===== config.mk =====
export PLATFORM = sky130hd
export DESIGN_NAME = bullet_bill_controller
export DESIGN_NICKNAME = d
export VERILOG_FILES = /design/src/rtl/color_crasher_pkg.sv /design/src/rtl/bullet_bill_controller_cell_step_timer.sv /design/src/rtl/bullet_bill_controller.sv
export SDC_FILE = /design/constraint.sdc
export NUM_CORES = 1
export LEC_CHECK = 0
export CORE_AREA = 3 3 157 159
export DETAILED_ROUTE_END_ITERATION = 7
export DIE_AREA = 0 0 160 162
export GPL_ROUTABILITY_DRIVEN = 0
export GPL_TIMING_DRIVEN = 0
export HOLD_SLACK_MARGIN = 0.08
export MAX_ROUTING_LAYER = met4
export SETUP_SLACK_MARGIN = 0.5
export SLEW_MARGIN = 20
export SYNTH_ARGS = -nofsm -noshare
export SYNTH_HDL_FRONTEND = slang
export SYNTH_SLANG_ARGS = --single-unit

===== constraint.sdc =====
create_clock -name clk -period 3.65 [get_ports clk]
set_clock_uncertainty 0.1 [all_clocks]
set_input_delay 1.095 -clock clk [delete_from_list [all_inputs] [get_ports clk]]
set_output_delay 1.095 -clock clk [all_outputs]
set_load 0.01 [all_outputs]

===== src/rtl/color_crasher_pkg.sv =====
// Shared Color Crasher definitions: grid geometry, colour type, bullet FSM
// encodings and the DDaver cell lookup used by the bullet controller.
package color_crasher_pkg;

    localparam int BSIZE       = 40;
    localparam int GRID_COLS   = 16;
    localparam int GRID_ROWS   = 12;
    localparam int DDAVER_ROWS = 5;
    localparam int DDAVER_COLS = 6;

    typedef logic [11:0] rgb444_t;

    localparam logic [1:0] IDLE = 2'd0;
    localparam logic [1:0] FLY  = 2'd1;
    localparam logic [1:0] HIT  = 2'd2;

    typedef struct packed {
        logic       valid;
        logic [2:0] row;
        logic [2:0] col;
    } cell_idx_t;

    // DDavers occupy odd rows 1..9 and even columns 4..14; indices are zero when not on a cell.
    function automatic cell_idx_t ddaver_cell(input logic [3:0] x, input logic [3:0] y);
        cell_idx_t c;
        c.valid = y[0] && (y <= 4'd9) && !x[0] && (x >= 4'd4);
        if (c.valid) begin
            c.row = y[3:1];
            c.col = x[3:1] - 3'd2;
        end else begin
            c.row = 3'd0;
            c.col = 3'd0;
        end
        return c;
    endfunction

endpackage


===== src/rtl/bullet_bill_controller_cell_step_timer.sv =====
// Divides frameTick down to one terminal pulse per bullet cell advance.
module cell_step_timer #(
    parameter int unsigned TICKS_PER_CELL = 4
) (
    input  logic clk,
    input  logic reset,
    input  logic clear,
    input  logic tick,
    output logic terminal
);

    localparam logic [3:0] LAST_CNT = 4'(TICKS_PER_CELL - 1);

    logic [3:0] cnt_r;

    assign terminal = tick && (cnt_r == LAST_CNT);

    // Tick counter, held at zero whenever the bullet is not flying.
    always_ff @(posedge clk) begin
        if (reset) begin
            cnt_r <= 4'd0;
        end else if (clear || terminal) begin
            cnt_r <= 4'd0;
        end else if (tick) begin
            cnt_r <= cnt_r + 4'd1;
        end else begin
            cnt_r <= cnt_r;
        end
    end

endmodule


===== src/rtl/bullet_bill_controller.sv =====
// Launches Blockieee's bullet, steps it right across the grid and reports
// the first DDaver cell it strikes to the enemy-state owner.
module bullet_bill_controller
    import color_crasher_pkg::*;
#(
    parameter int unsigned TICKS_PER_CELL = 4,
    parameter int unsigned LAUNCH_COL     = 2,
    parameter int unsigned LAST_COL       = 15,
    parameter int unsigned MAX_ROW        = 10
) (
    input  logic                                           clk,
    input  logic                                           reset,
    input  logic                                           frameTick,
    input  logic                                           fire,
    input  rgb444_t                                        fireColor,
    input  logic [3:0]                                     blockieee,
    input  rgb444_t [0:DDAVER_ROWS-1][0:DDAVER_COLS-1]     ddavers,
    output rgb444_t                                        bulletBillColor,
    output logic [3:0]                                     bulletBillXLoc,
    output logic [3:0]                                     bulletBillYLoc,
    output logic                                           hitValid,
    output logic [2:0]                                     hitRow,
    output logic [2:0]                                     hitCol,
    output logic                                           hitMatch,
    output logic                                           busy
);

    localparam logic [3:0] LAUNCH_COL_C = 4'(LAUNCH_COL);
    localparam logic [3:0] LAST_COL_C   = 4'(LAST_COL);
    localparam logic [3:0] MAX_ROW_C    = 4'(MAX_ROW);

    logic [1:0] state_r, state_s;
    rgb444_t    color_r, color_s;
    logic [3:0] x_r, x_s, y_r, y_s;
    logic       hv_r, hv_s, hmatch_r, hmatch_s, busy_r, busy_s;
    logic [2:0] hrow_r, hrow_s, hcol_r, hcol_s;
    cell_idx_t  cell_s;
    rgb444_t    cell_color_s;
    logic       step_s;
    logic       timer_clear_s;

    assign timer_clear_s = (state_r != FLY);

    cell_step_timer #(
        .TICKS_PER_CELL(TICKS_PER_CELL)
    ) u_timer (
        .clk     (clk),
        .reset   (reset),
        .clear   (timer_clear_s),
        .tick    (frameTick),
        .terminal(step_s)
    );

    // Next-state logic; a collision in FLY takes priority over a cell step.
    always_comb begin
        state_s      = state_r;
        color_s      = color_r;
        x_s          = x_r;
        y_s          = y_r;
        hv_s         = 1'b0;
        hrow_s       = hrow_r;
        hcol_s       = hcol_r;
        hmatch_s     = hmatch_r;
        cell_s       = ddaver_cell(x_r, y_r);
        cell_color_s = ddavers[cell_s.row][cell_s.col];
        case (state_r)
            IDLE: begin
                if (fire && (fireColor != 12'd0) && (blockieee <= MAX_ROW_C)) begin
                    state_s = FLY;
                    x_s     = LAUNCH_COL_C;
                    y_s     = blockieee;
                    color_s = fireColor;
                end else begin
                    state_s = IDLE;
                end
            end
            FLY: begin
                if (cell_s.valid && (cell_color_s != 12'd0)) begin
                    state_s  = HIT;
                    hv_s     = 1'b1;
                    hrow_s   = cell_s.row;
                    hcol_s   = cell_s.col;
                    hmatch_s = (color_r == cell_color_s);
                end else if (step_s) begin
                    if (x_r == LAST_COL_C) begin
                        state_s = IDLE;
                        color_s = 12'd0;
                        x_s     = 4'd0;
                        y_s     = 4'd0;
                    end else begin
                        x_s = x_r + 4'd1;
                    end
                end else begin
                    state_s = FLY;
                end
            end
            HIT: begin
                state_s = IDLE;
                color_s = 12'd0;
                x_s     = 4'd0;
                y_s     = 4'd0;
            end
            default: begin
                state_s = IDLE;
                color_s = 12'd0;
                x_s     = 4'd0;
                y_s     = 4'd0;
            end
        endcase
        busy_s = (state_s == FLY) || (state_s == HIT);
    end

    // State and output registers.
    always_ff @(posedge clk) begin
        if (reset) begin
            state_r  <= IDLE;
            color_r  <= 12'd0;
            x_r      <= 4'd0;
            y_r      <= 4'd0;
            hv_r     <= 1'b0;
            hrow_r   <= 3'd0;
            hcol_r   <= 3'd0;
            hmatch_r <= 1'b0;
            busy_r   <= 1'b0;
        end else begin
            state_r  <= state_s;
            color_r  <= color_s;
            x_r      <= x_s;
            y_r      <= y_s;
            hv_r     <= hv_s;
            hrow_r   <= hrow_s;
            hcol_r   <= hcol_s;
            hmatch_r <= hmatch_s;
            busy_r   <= busy_s;
        end
    end

    assign bulletBillColor = color_r;
    assign bulletBillXLoc  = x_r;
    assign bulletBillYLoc  = y_r;
    assign hitValid        = hv_r;
    assign hitRow          = hrow_r;
    assign hitCol          = hcol_r;
    assign hitMatch        = hmatch_r;
    assign busy            = busy_r;

endmodule

==> results.toml <==
[grt]
antenna_found_initial = 10
track_usage = 0.339
grt_pass1_wl_mm = 62.9
grt_overflow = 0
grt_pass1_vias = 8899
grt_max_degree = 11

[cts]
cts_tree = "built"
clk_path_buf_depth = 2
clk_latency_ns = 0.28
cts_buffers = 5
cts-root-buf = "clkbuf_16"
clkTransAtPathRegs_ns = 0.06
clock-sinks = 35
cts_max_level = 2

[sta]
fmax_mhz = 235
finalMaxSlewViolations = 0
tightestPinTransition_ns = 0.948
period_needed_ns = 4.25
finalSetupViolCount = 31
hold_viol_final = 0
worst_slew_margin_rel = 0.368
fin_ws_ns = -0.599
rsz0062_at_grt = "true"
fin_crit_sh = 1.16

[synthesis]
synth_top_flop_cell = "dfxtp_1"
ys_ff_latch = 35
avgSynthCellArea_um2 = 7.36
yosysSeqAreaShare = 0.127
synthTopCellsByCount = "nand2_1, o21ai_0, mux2i_1"
synthCells = 748
synth_enable_flop_cells = 0
ys_warn_count = 0
async_flop_share = 0
yosys.area.top_type = "dfxtp_1"
synth_nets = 1132
synth.top_cell.area_share = 0.127
synthTopCellsByArea = "dfxtp_1, mux2i_1, o21ai_0"
netlist_area_um2 = 5500
synth.distinct_cells = 81

[floorplanning]
die_w_um = 160
dieArea_um2 = 25900
dieHeight_um = 162
start_util = 0.235
core.rowCount = 56
core_um2 = 23400
io_pins = 409

[detailed_routing]
post_drt_via_cell_ratio = 5.76
drc_errors = 0
first_pass_iters = 8
wl_mm = 45.5
met1_length_mm = 17.8
detailedRoute.firstIterationViolations = 859
dr_wl_met3_mm = 5.01
avgRoutedWirePerCell_um = 29.5
dr_wl_met2_mm = 21.1
vias = 8882
ant_nets = 0
top_layer = "met4"

[critical_path]
max_stage_delay_ns = 0.66
critPathSlowestCell = "a222oi_1"
worstPathBufferInverterCount = 4
cp_cell_sequence = "buf_12 > inv_8 > clkbuf_16 > ha_4 > or3b_4 > buf_8 > or3_4 > a222oi_1 > a211o_1 > a41oi_2 > nor3_2 > nand4b_4 > o21a_4 > or4_1 > o21ai_1"
crit_type = "register to register"
cp-start-kind = "register"
arrival_ns = 4.36
critPathTopFamily = "simple AND/OR/NAND/NOR gates"
cp.required_ns = 3.76
end_kind = "register"
crit_path_max_fanout = 5

[status]
status = "complete, but fails checks"
failed_checks = "negative setup slack"

[layout]
fin_nets = 1594
fin_cells = 1541
synthToLayoutAreaGrowth_pct = 104
fill_cells = 2392
drive_gt1_frac = 0.177
stdcell_area_um2 = 11200

[place]
dp_cells = 1477
dpl.hpwl_mm = 35.6
dpl_cell_area_um2 = 10100
port_buffers = 408

[power_and_ir_drop]
power.density_nw_per_um2 = 174
irDropWorstVdd_mv = 0.308
leakage_nw = 3.94

[job]
max-cap-violations = 0

[min_path]
hp-class = "register to register"
==> where the power goes <==
part,internal (mW),switching (mW)
Sequential,0.399,0.0240
Clock,0.290,0.155
Combinational,0.602,0.479
==> cell families after synthesis <==
kind of cell    after synthesis  synth area share
compound gates              279             0.355
xor+xnor                     15            0.0239
fa+ha+maj                     4           0.00910
buf+inv                      82            0.0666
flops                        35             0.127
mux                          85             0.178
simple gates                248             0.240
==> registers in the layout (all words and copies together) (netlist names) <==
register	count
hitMatch	1
bulletBillColor	12
bulletBillYLoc	4
state_r	2
busy	1
hitRow	3
hitValid	1
hitCol	3
bulletBillXLoc	4
u_timer.cnt_r	4
==> repair_timing <==
action	CTS	global route
cloned	2	1
pin swaps	26	25
hold buffers	0	0
endpoints found under the setup margin	31	31
setup buffers	27	15
gates resized for setup	104	70
==> per-stage QoR <==
step | utilization | TNS [ns] | power [mW] | worst slack (ns) | hold WS [ns]
global route | 0.480 | -14.84 | 2.01 | -0.546 | 0.406
CTS | 0.464 | -11.13 | 1.92 | -0.445 | 0.365
detailed placement | 0.433 | -37.08 | 1.44 | -1.32 | 0.354
global placement | 0.431 | -42.88 | 1.43 | -1.49 | 0.342
finish | 0.480 | -15.75 | 1.95 | -0.599 | 0.387
floorplan | - | -0.0583 | 0.785 | -0.0292 | 0.381
==> worst reg2reg max path: stages, from the launching register on <==
cell and delay [ns]:
dfxtp_4 0.36, buf_12 0.12, inv_8 0.04, clkbuf_16 0.14
ha_4 0.19, or3b_4 0.41, buf_8 0.16, or3_4 0.44
a222oi_1 0.66, a211o_1 0.22, a41oi_2 0.15, nor3_2 0.21
nand4b_4 0.16, o21a_4 0.24, or4_1 0.47, o21ai_1 0.12
==> layer usage <==
metal / vias up / track usage
li1: 3895 / -
met1: 4257 / 0.417
met2: 644 / 0.552
met3: 86 / 0.0847
met4: 0 / 0.0986
met5: - / -
==> layout make-up <==
class	instances	area, um2	share of cell area
repair buffers	455	4510	0.401
clock buffers	8	156	0.0139
well taps	319	399	0.0355
multi-input cells	631	4850	0.432
plain buffers	72	538	0.0479
inverters	10	45.0	0.00401
flip-flops and latches	35	704	0.0627
diodes	11	27.5	0.00245
==> final timing paths <==
path,startpoint,endpoint,slack [ns],depth (start not counted)
max,bulletBillXLoc[2]$_SDFFE_PP0P_,bulletBillXLoc[0]$_SDFFE_PP0P_,-0.60,15
min,hitCol[0]$_SDFFE_PP0P_,hitCol[0]$_SDFFE_PP0P_,0.39,2
max reg2reg,bulletBillXLoc[2]$_SDFFE_PP0P_,bulletBillXLoc[0]$_SDFFE_PP0P_,-0.60,15
min reg2reg,hitCol[0]$_SDFFE_PP0P_,hitCol[0]$_SDFFE_PP0P_,0.39,2
==> placed cells by master, fill, tap and decap left out, drive strengths merged, types with 21 or more instances in the layout <==
cell             n
clkdlybuf4s50  408
buf             82
o21ai           63
nand2           60
mux2i           56
a21oi           47
nor2            43
clkbuf          43
nand3           37
dfxtp           35
a211oi          29
nand4           22
mux2            21
Power figures use the tool's default switching activity.
